`src/rtl/corr_pkg.sv`:
```
// Shared types and constants for the correlation peak search block.
package corr_pkg;

    localparam int unsigned COORD_W = 13;
    localparam int unsigned SCORE_W = 32;

    // Off-window coordinate used to force both scorer inputs to change.
    localparam logic [COORD_W-1:0] PARK_COORD = 13'h1FFF;

    typedef enum logic [2:0] {
        StIdle,
        StPark,
        StLaunch,
        StSettle,
        StWait,
        StLatch,
        StCompare,
        StDone
    } state_e;

endpackage

```
`src/rtl/corr_best_tracker.sv`:
```
// Best-candidate tracker: keeps the first or strictly higher score seen in a scan.
module corr_best_tracker
    import corr_pkg::*;
(
    input  logic               clk_i,
    input  logic               rst_i,
    input  logic               start_i,
    input  logic               cmp_en_i,
    input  logic [COORD_W-1:0] x_i,
    input  logic [COORD_W-1:0] y_i,
    input  logic [SCORE_W-1:0] score_i,
    output logic [COORD_W-1:0] best_x_o,
    output logic [COORD_W-1:0] best_y_o,
    output logic [SCORE_W-1:0] best_score_o
);

    logic               first_q, first_d;
    logic [COORD_W-1:0] best_x_q, best_x_d;
    logic [COORD_W-1:0] best_y_q, best_y_d;
    logic [SCORE_W-1:0] best_score_q, best_score_d;

    // Next-state: the first compare of a scan always wins, later ones need a strictly greater score.
    always_comb begin
        first_d      = first_q;
        best_x_d     = best_x_q;
        best_y_d     = best_y_q;
        best_score_d = best_score_q;
        if (start_i) begin
            first_d = 1'b1;
        end else if (cmp_en_i) begin
            if (first_q || (score_i > best_score_q)) begin
                best_x_d     = x_i;
                best_y_d     = y_i;
                best_score_d = score_i;
            end
            first_d = 1'b0;
        end
    end

    // Best-so-far registers.
    always_ff @(posedge clk_i or posedge rst_i) begin
        if (rst_i) begin
            first_q      <= 1'b0;
            best_x_q     <= '0;
            best_y_q     <= '0;
            best_score_q <= '0;
        end else begin
            first_q      <= first_d;
            best_x_q     <= best_x_d;
            best_y_q     <= best_y_d;
            best_score_q <= best_score_d;
        end
    end

    assign best_x_o     = best_x_q;
    assign best_y_o     = best_y_q;
    assign best_score_o = best_score_q;

endmodule

```
`src/rtl/corr_peak_search.sv`:
```
// Raster scan controller for the correlation scorer with peak picking.
module corr_peak_search
    import corr_pkg::*;
#(
    parameter int unsigned X_MIN      = 0,
    parameter int unsigned X_MAX      = 63,
    parameter int unsigned Y_MIN      = 0,
    parameter int unsigned Y_MAX      = 47,
    parameter int unsigned STEP       = 1,
    parameter int unsigned SETTLE_CYC = 2,
    parameter int unsigned SCORE_LAT  = 1,
    parameter int unsigned TIMEOUT    = 1 << 20
) (
    input  logic               iCLK,
    input  logic               iRST,
    input  logic               iStart,
    output logic [COORD_W-1:0] oXstart,
    output logic [COORD_W-1:0] oYstart,
    input  logic               iCorrFinished,
    input  logic [SCORE_W-1:0] iCorrScore,
    output logic               oBusy,
    output logic               oDone,
    output logic               oTimeout,
    output logic [COORD_W-1:0] oBestX,
    output logic [COORD_W-1:0] oBestY,
    output logic [SCORE_W-1:0] oBestScore
);

    state_e             state_q, state_d;
    logic [COORD_W-1:0] cur_x_q, cur_x_d;
    logic [COORD_W-1:0] cur_y_q, cur_y_d;
    logic [COORD_W-1:0] xs_q, xs_d;
    logic [COORD_W-1:0] ys_q, ys_d;
    logic [31:0]        cnt_q, cnt_d;
    logic [SCORE_W-1:0] score_q, score_d;
    logic               timeout_q, timeout_d;
    logic               start_scan;
    logic               cmp_en;
    // One extra bit so the +STEP carry near the top of the coordinate range cannot wrap.
    logic [COORD_W:0]   nx;
    logic [COORD_W:0]   ny;

    assign nx = {1'b0, cur_x_q} + 14'(STEP);
    assign ny = {1'b0, cur_y_q} + 14'(STEP);

    // Next-state and datapath control for the scan FSM.
    always_comb begin
        state_d    = state_q;
        cur_x_d    = cur_x_q;
        cur_y_d    = cur_y_q;
        xs_d       = xs_q;
        ys_d       = ys_q;
        cnt_d      = cnt_q;
        score_d    = score_q;
        timeout_d  = timeout_q;
        start_scan = 1'b0;
        cmp_en     = 1'b0;
        case (state_q)
            StIdle: begin
                if (iStart) begin
                    cur_x_d    = 13'(X_MIN);
                    cur_y_d    = 13'(Y_MIN);
                    timeout_d  = 1'b0;
                    start_scan = 1'b1;
                    xs_d       = PARK_COORD;
                    ys_d       = PARK_COORD;
                    state_d    = StPark;
                end
            end
            StPark: begin
                xs_d    = cur_x_q;
                ys_d    = cur_y_q;
                state_d = StLaunch;
            end
            StLaunch: begin
                cnt_d   = '0;
                state_d = (SETTLE_CYC == 0) ? StWait : StSettle;
            end
            StSettle: begin
                // The finished flag may still be high from the previous candidate here.
                if (cnt_q == 32'(SETTLE_CYC - 1)) begin
                    cnt_d   = '0;
                    state_d = StWait;
                end else begin
                    cnt_d = cnt_q + 32'd1;
                end
            end
            StWait: begin
                if (iCorrFinished) begin
                    cnt_d = '0;
                    if (SCORE_LAT == 0) begin
                        score_d = iCorrScore;
                        state_d = StCompare;
                    end else begin
                        state_d = StLatch;
                    end
                end else if (cnt_q >= 32'(TIMEOUT - 1)) begin
                    timeout_d = 1'b1;
                    state_d   = StDone;
                end else begin
                    cnt_d = cnt_q + 32'd1;
                end
            end
            StLatch: begin
                if (cnt_q == 32'(SCORE_LAT - 1)) begin
                    score_d = iCorrScore;
                    state_d = StCompare;
                end else begin
                    cnt_d = cnt_q + 32'd1;
                end
            end
            StCompare: begin
                cmp_en = 1'b1;
                if (nx > 14'(X_MAX)) begin
                    cur_x_d = 13'(X_MIN);
                    cur_y_d = ny[COORD_W-1:0];
                    if (ny > 14'(Y_MAX)) begin
                        state_d = StDone;
                    end else begin
                        xs_d    = PARK_COORD;
                        ys_d    = PARK_COORD;
                        state_d = StPark;
                    end
                end else begin
                    cur_x_d = nx[COORD_W-1:0];
                    xs_d    = PARK_COORD;
                    ys_d    = PARK_COORD;
                    state_d = StPark;
                end
            end
            StDone: begin
                state_d = StIdle;
            end
            default: begin
                state_d = StIdle;
            end
        endcase
    end

    // State, coordinate, counter and score registers.
    always_ff @(posedge iCLK or posedge iRST) begin
        if (iRST) begin
            state_q   <= StIdle;
            cur_x_q   <= '0;
            cur_y_q   <= '0;
            xs_q      <= PARK_COORD;
            ys_q      <= PARK_COORD;
            cnt_q     <= '0;
            score_q   <= '0;
            timeout_q <= 1'b0;
        end else begin
            state_q   <= state_d;
            cur_x_q   <= cur_x_d;
            cur_y_q   <= cur_y_d;
            xs_q      <= xs_d;
            ys_q      <= ys_d;
            cnt_q     <= cnt_d;
            score_q   <= score_d;
            timeout_q <= timeout_d;
        end
    end

    corr_best_tracker u_best (
        .clk_i       (iCLK),
        .rst_i       (iRST),
        .start_i     (start_scan),
        .cmp_en_i    (cmp_en),
        .x_i         (cur_x_q),
        .y_i         (cur_y_q),
        .score_i     (score_q),
        .best_x_o    (oBestX),
        .best_y_o    (oBestY),
        .best_score_o(oBestScore)
    );

    assign oXstart  = xs_q;
    assign oYstart  = ys_q;
    assign oBusy    = (state_q != StIdle) && (state_q != StDone);
    assign oDone    = (state_q == StDone);
    assign oTimeout = timeout_q;

endmodule

```
`config.mk`:
```
export PLATFORM = sky130hd
export DESIGN_NAME = corr_peak_search
export DESIGN_NICKNAME = d
export VERILOG_FILES = /design/src/rtl/corr_pkg.sv /design/src/rtl/corr_best_tracker.sv /design/src/rtl/corr_peak_search.sv
export SDC_FILE = /design/constraint.sdc
export NUM_CORES = 1
export LEC_CHECK = 0
export CORE_MARGIN = 3
export CORE_UTILIZATION = 50
export CTS_CLUSTER_DIAMETER = 100
export DETAILED_ROUTE_END_ITERATION = 10
export PLACE_DENSITY = 0.77
export SLEW_MARGIN = 10
export SYNTH_ARGS = -nofsm -noshare
export SYNTH_HDL_FRONTEND = slang
export SYNTH_SLANG_ARGS = --single-unit
```
`constraint.sdc`:
```
create_clock -name iCLK -period 5.6 [get_ports iCLK]
set_input_delay 0.84 -clock iCLK [delete_from_list [all_inputs] [get_ports iCLK]]
set_output_delay 0.84 -clock iCLK [all_outputs]
set_load 0.02 [all_outputs]
```
==> run summary, run 1 <==
Status -> completed
Top Ports -> 123
Sequential share of the synthesized area -> 50.42%
R2R depth -> 10
Site Rows -> 48
Worst-path cell chain -> inv_1 > nor2_1 > a21oi_1 > clkdlybuf4s50_1
Clock tree buffer depth -> 2
Crit end category -> output port
EDFF count, synth -> 0
Max-cap violations -> 0
Setup-failing EPs final -> 0
Worst path max stage delay -> 0.92 ns
Mapped Area -> 8949 sq um
Post-Route WL -> 20,420 um
Worst relative slew slack -> 19.55%
Top cells by area, synth -> dfrtp_1, mux2_2, dfstp_2
Worst path required time -> 4.76 ns
Cts bufs inserted -> 17
Final period util -> 61.37%
Min-Delay Startpoint -> cnt_q[31]$_DFFE_PP0P_
Final ANT Viol Nets -> 0
Skew-Pair Late Insertion Delay -> 0.43 ns
Gpl congestion -> 0.8440
Total congestion overflow -> 0
Cell variety after synth -> 63
Reg clk slew, reported paths -> 0.07 ns
Die Span X -> 139.8 um
Reg-to-reg endpoint -> u_best.best_x_o[3]$_DFFE_PP0P_
Pin count of the biggest net entering global routing -> 180
Initial drt markers -> 618
PD cells -> 562.1 nW/um^2
HPWL Detailed -> 13,580 um
Cts hold-fix bufs -> 0
Share of post-route cells with drive strength above 1 -> 17.09%
Worst Max-Slew Pin Slew -> 1.207 ns
Non-filler cells in the finished layout -> 1,179
Period minus WS final -> 3.436 ns
Final setup skew -> 0.007982 ns
Placed Cells incl. Taps -> 1,147
Routed via count -> 6,836
Number of antenna violations at the first check in global routing -> 0
Max VDD drop -> 0.3163 mV
Post-Route Setup TNS -> 0 ns
H-tree levels -> 4
Async set-or-reset flop fraction in the synthesized netlist -> 100.0%
Post-synthesis average cell area -> 10.69 sq um
# nets final -> 1,016
Core ar. -> 17,420 sq um
Count leader, synth -> dfrtp_1
Initial Util -> 51.38%
Most frequent cells after synthesis -> dfrtp_1, mux2_2, o21ai_0, nand2_1, nor2_1
Number of synthesized register bits -> 179
Die span in y -> 139.8 um
Input/output buffers -> 122
Root buf cell -> clkbuf_16
Mapped Cells -> 837
CTS tree -> built
Tot Pwr -> 0.006140 W
Post-CTS setup buffers -> 0
Area grow syn2layout -> 22.06%
Vias in the first global route -> 6,830
Fin. max-slew vios -> 0
Fmax achieved -> 291.0 MHz
Max FO, Critical Path -> 28
Mapped Nets -> 912
Syn. warnings -> 0
CTS sink count -> 179
Final Core Density -> 62.72%
Reg-to-reg startpoint -> u_best.best_score_o[21]$_DFFE_PP0P_
R2R Setup Slk -> 2.18 ns
Slowest library cell on the worst path -> dfrtp_1
RSZ-0062 raised after global routing -> no
Post_cts resized -> 0
Wire length per cell -> 17.32 um
Total GRT Usage -> 21.63%
DRC violations left -> 0
Hold Path Sink -> cnt_q[31]$_DFFE_PP0P_
Final Hold Fails -> 0
Largest area contributor in the netlist -> dfrtp_1
Setup crit start kind -> flop
CP arrival -> 2.60 ns
Type of the worst setup path -> reg2out
Vias/cell -> 5.798
Global-route wire length before repair -> 35,050 um
First drt pass iteration count -> 8
Pleak -> 4.650 nW
Full die area -> 19,540 sq um
Hold-critical path depth -> 1
Synth top area share -> 42.79%
Antenna Cells -> 0
Type of the tightest min-delay check -> reg2reg
Final hold slack -> 0.5004 ns
Main synth FF type -> dfrtp_1
-- per-layer routing --
metal  vias up  track usage (%)  share of wire [%]
met5         -                0                  0
met4         0            5.150                1.6
met3        30            4.674                4.8
met2       164            34.77                 48
met1      3388            30.27                 46
li1       3254                -                  -
-- worst max-delay path by stage --
stage / depth (start not counted) / to / startpoint
2_1_floorplan: 1 / cnt_q[0]$_DFFE_PP0P_ / iRST
3_5_place_dp: 10 / u_best.best_y_o[2]$_DFFE_PP0P_ / u_best.best_score_o[21]$_DFFE_PP0P_
5_1_grt: 10 / u_best.best_x_o[3]$_DFFE_PP0P_ / u_best.best_score_o[21]$_DFFE_PP0P_
4_1_cts: 10 / u_best.best_x_o[3]$_DFFE_PP0P_ / u_best.best_score_o[21]$_DFFE_PP0P_
3_3_place_gp: 10 / u_best.best_x_o[0]$_DFFE_PP0P_ / u_best.best_score_o[21]$_DFFE_PP0P_
6_report: 4 / oBusy / state_q[0]$_DFFE_PP0P_
-- worst max-delay path, delay by kind of cell (launching register included) --
kind	cells	cell delay [ns]
compound gates	1	0.11
flops	1	0.92
simple gates	1	0.24
buf+inv	2	0.90
-- kinds of logic (layout without fill, tap and decap cells) --
logic type      count (synthesis)  in the layout  share of synthesized area (%)
simple gates                  241            241                          14.09
compound gates                198            198                          14.40
flops                         179            179                          50.42
mux                            91             91                          11.42
buf+inv                        88            205                          4.111
fa+ha+maj                      39             39                          5.453
xor+xnor                        1              1                        0.09789
-- sequential cells by signal (all words and copies together), names as in the netlist, 13 cells and up --
| name | cells |
|---|---|
| oXstart | 13 |
| u_best.best_y_o | 13 |
| score_q | 32 |
| cnt_q | 32 |
| oYstart | 13 |
| cur_x_q | 13 |
| u_best.best_x_o | 13 |
| u_best.best_score_o | 32 |
| cur_y_q | 13 |
-- layout by cell type (no fill, tap or decap), drive strengths merged, types with 15 or more instances in the layout --
cell           Yosys  layout
inv               45      49
a21oi             34      34
clkbuf            21      19
clkdlybuf4s50      0     122
nand3             33      33
nor2              51      51
o31ai             28      28
ha                39      39
dfstp             26      26
o21ai             75      75
dfrtp            153     153
mux2              89      89
o22a              26      26
nor2b             15      15
nand2             59      59
nand4             21      21
-- through the flow --
stage	instance area, sq um	worst slack (ns)
after floorplan	8952	2.487
final	10920	2.164
after global routing	10920	1.973
after CTS	10920	2.134
after global placement	10340	2.354
after detailed placement	10340	2.193
-- power by group --
| part | leakage [nW] | total, W | internal (W) | switching [W] |
|---|---|---|---|---|
| sequential | 2.26 | 0.00231 | 0.00182 | 0.000485 |
| clock | 0.280 | 0.00118 | 0.000657 | 0.000518 |
| combinational | 2.11 | 0.00266 | 0.00128 | 0.00138 |
| total | 4.65 | 0.00614 | 0.00375 | 0.00239 |
-- cell type report --
class | instances | area [sq um]
clock inverters | 13 | 121.4
well taps | 225 | 281.5
flip-flops and latches | 179 | 4512
repair buffers | 128 | 1279
inverters | 45 | 172.7
clock buffers | 19 | 464.2
fillers | 1421 | 6494
multi-input cells | 570 | 4093
Note: power is estimated with default switching activity, not from simulation.
==> inputs of run 2 (changes only) <==
--- a/config.mk
+++ b/config.mk
@@ -6,10 +6,10 @@
 export NUM_CORES = 1
 export LEC_CHECK = 0
 export CORE_MARGIN = 3
-export CORE_UTILIZATION = 50
+export CORE_UTILIZATION = 55
 export CTS_CLUSTER_DIAMETER = 100
 export DETAILED_ROUTE_END_ITERATION = 10
-export PLACE_DENSITY = 0.77
+export PLACE_DENSITY = 0.8
 export SLEW_MARGIN = 10
 export SYNTH_ARGS = -nofsm -noshare
 export SYNTH_HDL_FRONTEND = slang
==> constraint.sdc (replaced) <==
create_clock -name iCLK -period 3.4 [get_ports iCLK]
set_input_delay 0.51 -clock iCLK [delete_from_list [all_inputs] [get_ports iCLK]]
set_output_delay 0.51 -clock iCLK [all_outputs]
set_load 0.02 [all_outputs]
==> run 2 against run 1 <==
Effect of this change: register-to-register slack worse by 1.6 ns; count of clock-buffer cells in the layout unchanged; utilization is 8.9 points higher; largest cell class unchanged; highest routed layer unchanged.
==> run summary, run 2 (synthesis results as in run 1) <==
Status -> completed
Root buf cell -> clkbuf_16
Antenna Cells -> 0 (unchanged)
CTS sink count -> 179 (unchanged)
Type of the worst setup path -> reg2out
Fin. max-slew vios -> 0 (unchanged)
Final Core Density -> 71.63% (+8.9 points)
Initial drt markers -> 546 (-12%)
Post_cts resized -> 0 (unchanged)
Final period util -> 84.66%
Full die area -> 17,840 sq um (-8.7%)
Clock tree buffer depth -> 2 (unchanged)
Post-Route WL -> 20,620 um (+0.99%)
R2R Setup Slk -> 0.63 ns (-1.55 ns)
Post-CTS setup buffers -> 0 (unchanged)
Total GRT Usage -> 23.66% (+2.0 points)
DRC violations left -> 0 (unchanged)
Global-route wire length before repair -> 34,290 um (-2.2%)
R2R depth -> 10 (unchanged)
Worst relative slew slack -> 47.72% (+28 points)
Final setup skew -> 0.006387 ns (-0.001595 ns)
Share of post-route cells with drive strength above 1 -> 18.27% (+1.2 points)
Pleak -> 4.777 nW (+2.7%)
PD cells -> 944.6 nW/um^2 (+68%)
Crit end category -> output port
CP endpoint -> oBusy
CTS tree -> built
Gpl congestion -> 0.8629 (+2.2%)
Vias/cell -> 5.860 (+1.1%)
Vias in the first global route -> 6,795 (-0.51%)
Setup-failing EPs final -> 0 (unchanged)
Type of the tightest min-delay check -> reg2reg
Post-Route Setup TNS -> 0 ns (unchanged)
Period minus WS final -> 2.878 ns
RSZ-0062 raised after global routing -> no
Area grow syn2layout -> 24.40%
Worst Max-Slew Pin Slew -> 0.7825 ns (-0.4243 ns)
Max-cap violations -> 0 (unchanged)
Final ANT Viol Nets -> 0 (unchanged)
Initial Util -> 57.58% (+6.2 points)
Core ar. -> 15,540 sq um (-11%)
Reg clk slew, reported paths -> 0.07 ns (about the same)
First drt pass iteration count -> 5 (-3)
Site Rows -> 45 (-6.3%)
Most frequent cells in the layout -> dfrtp_1, clkdlybuf4s50_1, mux2_2, o21ai_0, nand2_1
Setup crit start -> state_q[0]$_DFFE_PP0P_
Skew-Pair Late Insertion Delay -> 0.43 ns (about the same)
Max VDD drop -> 0.5392 mV (+70%)
Die span in y -> 133.6 um (-4.5%)
Fmax achieved -> 347.4 MHz
Max FO, Critical Path -> 16 (-43%)
Reg-to-reg startpoint -> u_best.best_score_o[21]$_DFFE_PP0P_
Die Span X -> 133.6 um (-4.5%)
Filler instances -> 1,123 (-21%)
Wire length per cell -> 17.47 um (+0.91%)
Tot Pwr -> 0.01052 W (+71%)
Pin count of the biggest net entering global routing -> 45 (-75%)
Routed via count -> 6,915 (+1.2%)
H-tree levels -> 4 (unchanged)
Number of antenna violations at the first check in global routing -> 0 (unchanged)
Final WS setup -> 0.5216 ns (-1.642 ns)
Top Ports -> 123 (unchanged)
Cts bufs inserted -> 17 (unchanged)
Hold-critical path depth -> 1 (unchanged)
# nets final -> 1,031 (+1.5%)
Worst path max stage delay -> 0.67 ns (-0.25 ns)
Reg-to-reg endpoint -> u_best.best_score_o[25]$_DFFE_PP0P_
Setup WS pre-CTS -> 0.6858 ns (-1.507 ns)
HPWL Detailed -> 14,190 um (+4.5%)
Slowest library cell on the worst path -> clkdlybuf4s50_1
CP arrival -> 2.37 ns (-0.23 ns)
Worst path required time -> 2.89 ns (-1.87 ns)
Commonest non-fill, non-tap cell in the layout -> dfrtp_1
Worst-path cell chain -> buf_4 > nor2_1 > a21oi_1 > clkdlybuf4s50_1
Total congestion overflow -> 0 (unchanged)
Setup crit start kind -> flop
Input/output buffers -> 122 (unchanged)
Final hold slack -> 0.5056 ns (+0.005193 ns)
Cts hold-fix bufs -> 0 (unchanged)
Final Hold Fails -> 0 (unchanged)
[run 2: how the worst min path moves through the flow]
stage                                     end                           start  slack (ns)
2_1_floorplan           cnt_q[31]$_DFFE_PP0P_           cnt_q[31]$_DFFE_PP0P_        0.45
3_3_place_gp            cnt_q[23]$_DFFE_PP0P_           cnt_q[23]$_DFFE_PP0P_        0.48
3_5_place_dp            cnt_q[23]$_DFFE_PP0P_           cnt_q[23]$_DFFE_PP0P_        0.49
4_1_cts                 cnt_q[23]$_DFFE_PP0P_           cnt_q[23]$_DFFE_PP0P_        0.50
5_1_grt                 cnt_q[23]$_DFFE_PP0P_           cnt_q[23]$_DFFE_PP0P_        0.52
6_report       u_best.best_y_o[1]$_DFFE_PP0P_  u_best.best_y_o[1]$_DFFE_PP0P_        0.51
[run 2: critical path, delay by kind of cell, from the launching register on]
kind                   cells  cell delay, ns
buffers and inverters      2            0.97
AND/OR/NAND/NOR            1            0.13
flip-flops                 1            0.57
AO/OA/AOI/OAI              1            0.29
[run 2: per-layer routing]
layer	vias up	track usage (%)	wire, um
met1	3420	32.74	9389
met4	0	7.314	312
met3	27	5.174	917
li1	3286	-	-
met2	182	37.67	10000
met5	-	0	0
[run 2: through the flow]
stage	area (sq um)	std cells
2_1_floorplan	8952	837
3_3_place_gp	10460	1148
3_5_place_dp	10460	1148
4_1_cts	11130	1180
5_1_grt	11130	1180
6_report	11130	1180
[run 2: layout make-up]
type,instances,area [sq um],area share [%]
sequential,179,4512,40.53
multi-input combinational,570,4093,36.77
timing repair buffer,143,1416,12.72
clock buffer,19,442.9,3.979
tap,211,264.0,2.372
clock inverter,13,231.5,2.079
inverter,45,172.7,1.551
[run 2: power breakdown]
group	total, W	internal, W	leakage, nW	switching, W
Combinational	0.00453	0.00218	2.20	0.00235
Clock	0.00223	0.00140	0.323	0.000828
Sequential	0.00376	0.00300	2.26	0.000760
Total	0.0105	0.00658	4.78	0.00394
==> inputs of run 3 (changes only) <==
--- a/config.mk
+++ b/config.mk
@@ -6,10 +6,10 @@
 export NUM_CORES = 1
 export LEC_CHECK = 0
 export CORE_MARGIN = 3
-export CORE_UTILIZATION = 55
+export CORE_UTILIZATION = 50
 export CTS_CLUSTER_DIAMETER = 100
 export DETAILED_ROUTE_END_ITERATION = 10
-export PLACE_DENSITY = 0.8
+export PLACE_DENSITY = 0.77
 export SLEW_MARGIN = 10
 export SYNTH_ARGS = -nofsm -noshare
 export SYNTH_HDL_FRONTEND = slang
==> constraint.sdc (replaced) <==
create_clock -name iCLK -period 2.4 [get_ports iCLK]
set_input_delay 0.36 -clock iCLK [delete_from_list [all_inputs] [get_ports iCLK]]
set_output_delay 0.36 -clock iCLK [all_outputs]
set_load 0.02 [all_outputs]
==> run 3 against run 2 <==
Effect of this change: the flow now finishes with violations (setup timing); die area rose by 9.5%; via count rose by 7.7%; first-iteration DRC count fell by 16%; hold slack got worse by 0.22 ns; design area rose by 12%; non-clock buffer count rose by 104; routed wire length rose by 18%; combinational power rose by 91%.
==> run summary, run 3 (synthesis results as in run 1) <==
Final Hold Fails -> 0 (unchanged)
Initial drt markers -> 460 (-16%)
First drt pass iteration count -> 5 (unchanged)
Type of the tightest min-delay check -> in2async
Placed cell area -> 11,180 sq um (+6.9%)
Tot Pwr -> 0.01669 W (+59%)
Vias in the first global route -> 7,592 (+12%)
Gpl congestion -> 0.8654 (+0.29%)
Worst relative slew slack -> 68.84% (+21 points)
Fmax achieved -> 388.7 MHz
Buffers and inverters on the worst path -> 3 (+1)
CTS sink count -> 179 (unchanged)
Root buf cell -> clkbuf_16
Worst Max-Slew Pin Slew -> 0.4625 ns (-0.3200 ns)
Total GRT Usage -> 23.87% (+0.21 points)
Vias/cell -> 5.735 (-2.1%)
Failing checks -> setup timing
Initial Util -> 51.38% (-6.2 points)
Pin count of the biggest net entering global routing -> 41 (-8.9%)
Full die area -> 19,540 sq um (+9.5%)
Antenna Cells -> 0 (unchanged)
Final setup skew -> 0.008936 ns (+0.002549 ns)
Setup crit start kind -> flop
Type of the worst setup path -> reg2reg
Site Rows -> 48 (+6.7%)
H-tree levels -> 4 (unchanged)
Wire length per cell -> 18.70 um (+7.0%)
Status -> complete, but fails checks
Die Span X -> 139.8 um (+4.7%)
Input/output buffers -> 122 (unchanged)
Slowest library cell on the worst path -> or4_4
Cts hold-fix bufs -> 0 (unchanged)
Number of antenna violations at the first check in global routing -> 0 (unchanged)
Final hold slack -> 0.2862 ns (-0.2194 ns)
Share of post-route cells with drive strength above 1 -> 29.73% (+11 points)
Reg clk slew, reported paths -> 0.07 ns (about the same)
Area grow syn2layout -> 39.37%
Worst path max stage delay -> 0.44 ns (-0.23 ns)
CTS tree -> built
Clock tree buffer depth -> 2 (unchanged)
Crit end category -> flop
Pleak -> 5.553 nW (+16%)
Worst path required time -> 2.71 ns (-0.18 ns)
Period minus WS final -> 2.573 ns
Global-route wire length before repair -> 38,350 um (+12%)
Final period util -> 107.2%
Most frequent cells in the layout -> dfrtp_1, clkdlybuf4s50_1, buf_4, o21ai_0, nand2_1
Final ANT Viol Nets -> 0 (unchanged)
CP arrival -> 2.88 ns (+0.51 ns)
DRC violations left -> 0 (unchanged)
Core ar. -> 17,420 sq um (+12%)
Total congestion overflow -> 0 (unchanged)
Max FO, Critical Path -> 8 (-8)
Post-Route WL -> 24,270 um (+18%)
Routed via count -> 7,444 (+7.7%)
Top Ports -> 123 (unchanged)
Cts bufs inserted -> 17 (unchanged)
# nets final -> 1,135 (+10%)
Post-route design area -> 12,470 sq um (+12%)
Fin. max-slew vios -> 0 (unchanged)
PD cells -> 1338 nW/um^2 (+42%)
Worst-path cell chain -> ha_4 > nand4_1 > buf_4 > or4_4 > o21a_4 > o21ai_4 > buf_12 > clkbuf_16 > mux2_4
Post-Route Setup TNS -> -8.488 ns (-8.488 ns)
Final WS setup -> -0.1728 ns (-0.6944 ns)
Commonest non-fill, non-tap cell in the layout -> dfrtp_1
Max VDD drop -> 0.8486 mV (+57%)
Setup-failing EPs final -> 59 (+59)
Max-cap violations -> 0 (unchanged)
RSZ-0062 raised after global routing -> yes
Delay-heaviest family, CP -> simple AND/OR/NAND/NOR gates
Die span in y -> 139.8 um (+4.7%)
HPWL Detailed -> 15,360 um (+8.3%)
Skew-Pair Late Insertion Delay -> 0.43 ns (about the same)
-- run 3: cell count changes in the layout (fill, tap and decap cells not counted), moves of 5 or more --
cell	previous run	this run
mux2_2	83	41
ha_1	39	27
buf_4	18	108
ha_4	0	12
buf_12	3	12
mux2_4	0	42
nor4_1	10	5
-- run 3: area by class of cell --
cell class              count  area, sq um
fillers                  1166         4945
multi-input cells         570         4529
flip-flops and latches    179         4513
repair buffers            247         2370
clock buffers              18        439.2
well taps                 225        281.5
inverters                  45        172.7
clock inverters            14        166.4
-- run 3: worst register-to-register path: cells and delay by family, from the launching register on --
kind,cells,cell delay (ns)
AO/OA/AOI/OAI,2,0.32
adder cells (fa/ha/maj),1,0.30
buffers and inverters,3,0.52
flip-flops,1,0.43
multiplexers,1,0.31
AND/OR/NAND/NOR,2,0.57
-- run 3: where the power goes --
| group | internal, W | total (W) | switching (W) |
|---|---|---|---|
| sequential | 0.00425 | 0.00519 | 0.000939 |
| clock | 0.00159 | 0.00285 | 0.00126 |
| combinational | 0.00445 | 0.00865 | 0.00419 |
| total | 0.0103 | 0.0167 | 0.00639 |
-- run 3: metrics by stage --
| step | utilization (%) | cells | worst slack, ns |
|---|---|---|---|
| final | 71.61 | 1298 | -0.1728 |
| after global routing | 71.61 | 1298 | -0.2300 |
| after CTS | 68.89 | 1280 | -0.09524 |
| after detailed placement | 64.21 | 1243 | -0.1827 |
| after global placement | 64.21 | 1243 | -0.1599 |
| after floorplan | - | 837 | -0.2334 |
-- run 3: path summary, 6_finish.rpt --
path | start | endpoint | slack [ns] | cells after the start
min | iRST | score_q[7]$_DFFE_PP0P_ | 0.29 | 2
min in group iCLK | u_best.best_x_o[6]$_DFFE_PP0P_ | u_best.best_x_o[6]$_DFFE_PP0P_ | 0.51 | 1
max | score_q[27]$_DFFE_PP0P_ | u_best.best_y_o[3]$_DFFE_PP0P_ | -0.17 | 9
min reg2reg | u_best.best_x_o[6]$_DFFE_PP0P_ | u_best.best_x_o[6]$_DFFE_PP0P_ | 0.51 | 1
max in group asynchronous | iRST | cur_x_q[6]$_DFFE_PP0P_ | 1.35 | 4
max reg2reg | score_q[27]$_DFFE_PP0P_ | u_best.best_y_o[3]$_DFFE_PP0P_ | -0.17 | 9
-- run 3: routing by layer --
metal  GRT usage [%]  share of wire [%]
met3           3.952                4.1
met2           40.72                 51
met4           7.037                2.7
met5               0                  0
met1           31.51                 43
-- run 3: timing repair --
action                     CTS  global route
pin swaps                    3            18
buffers inserted             4            16
gates cloned                 1             2
resized for setup           31            60
setup endpoints to repair   63           163
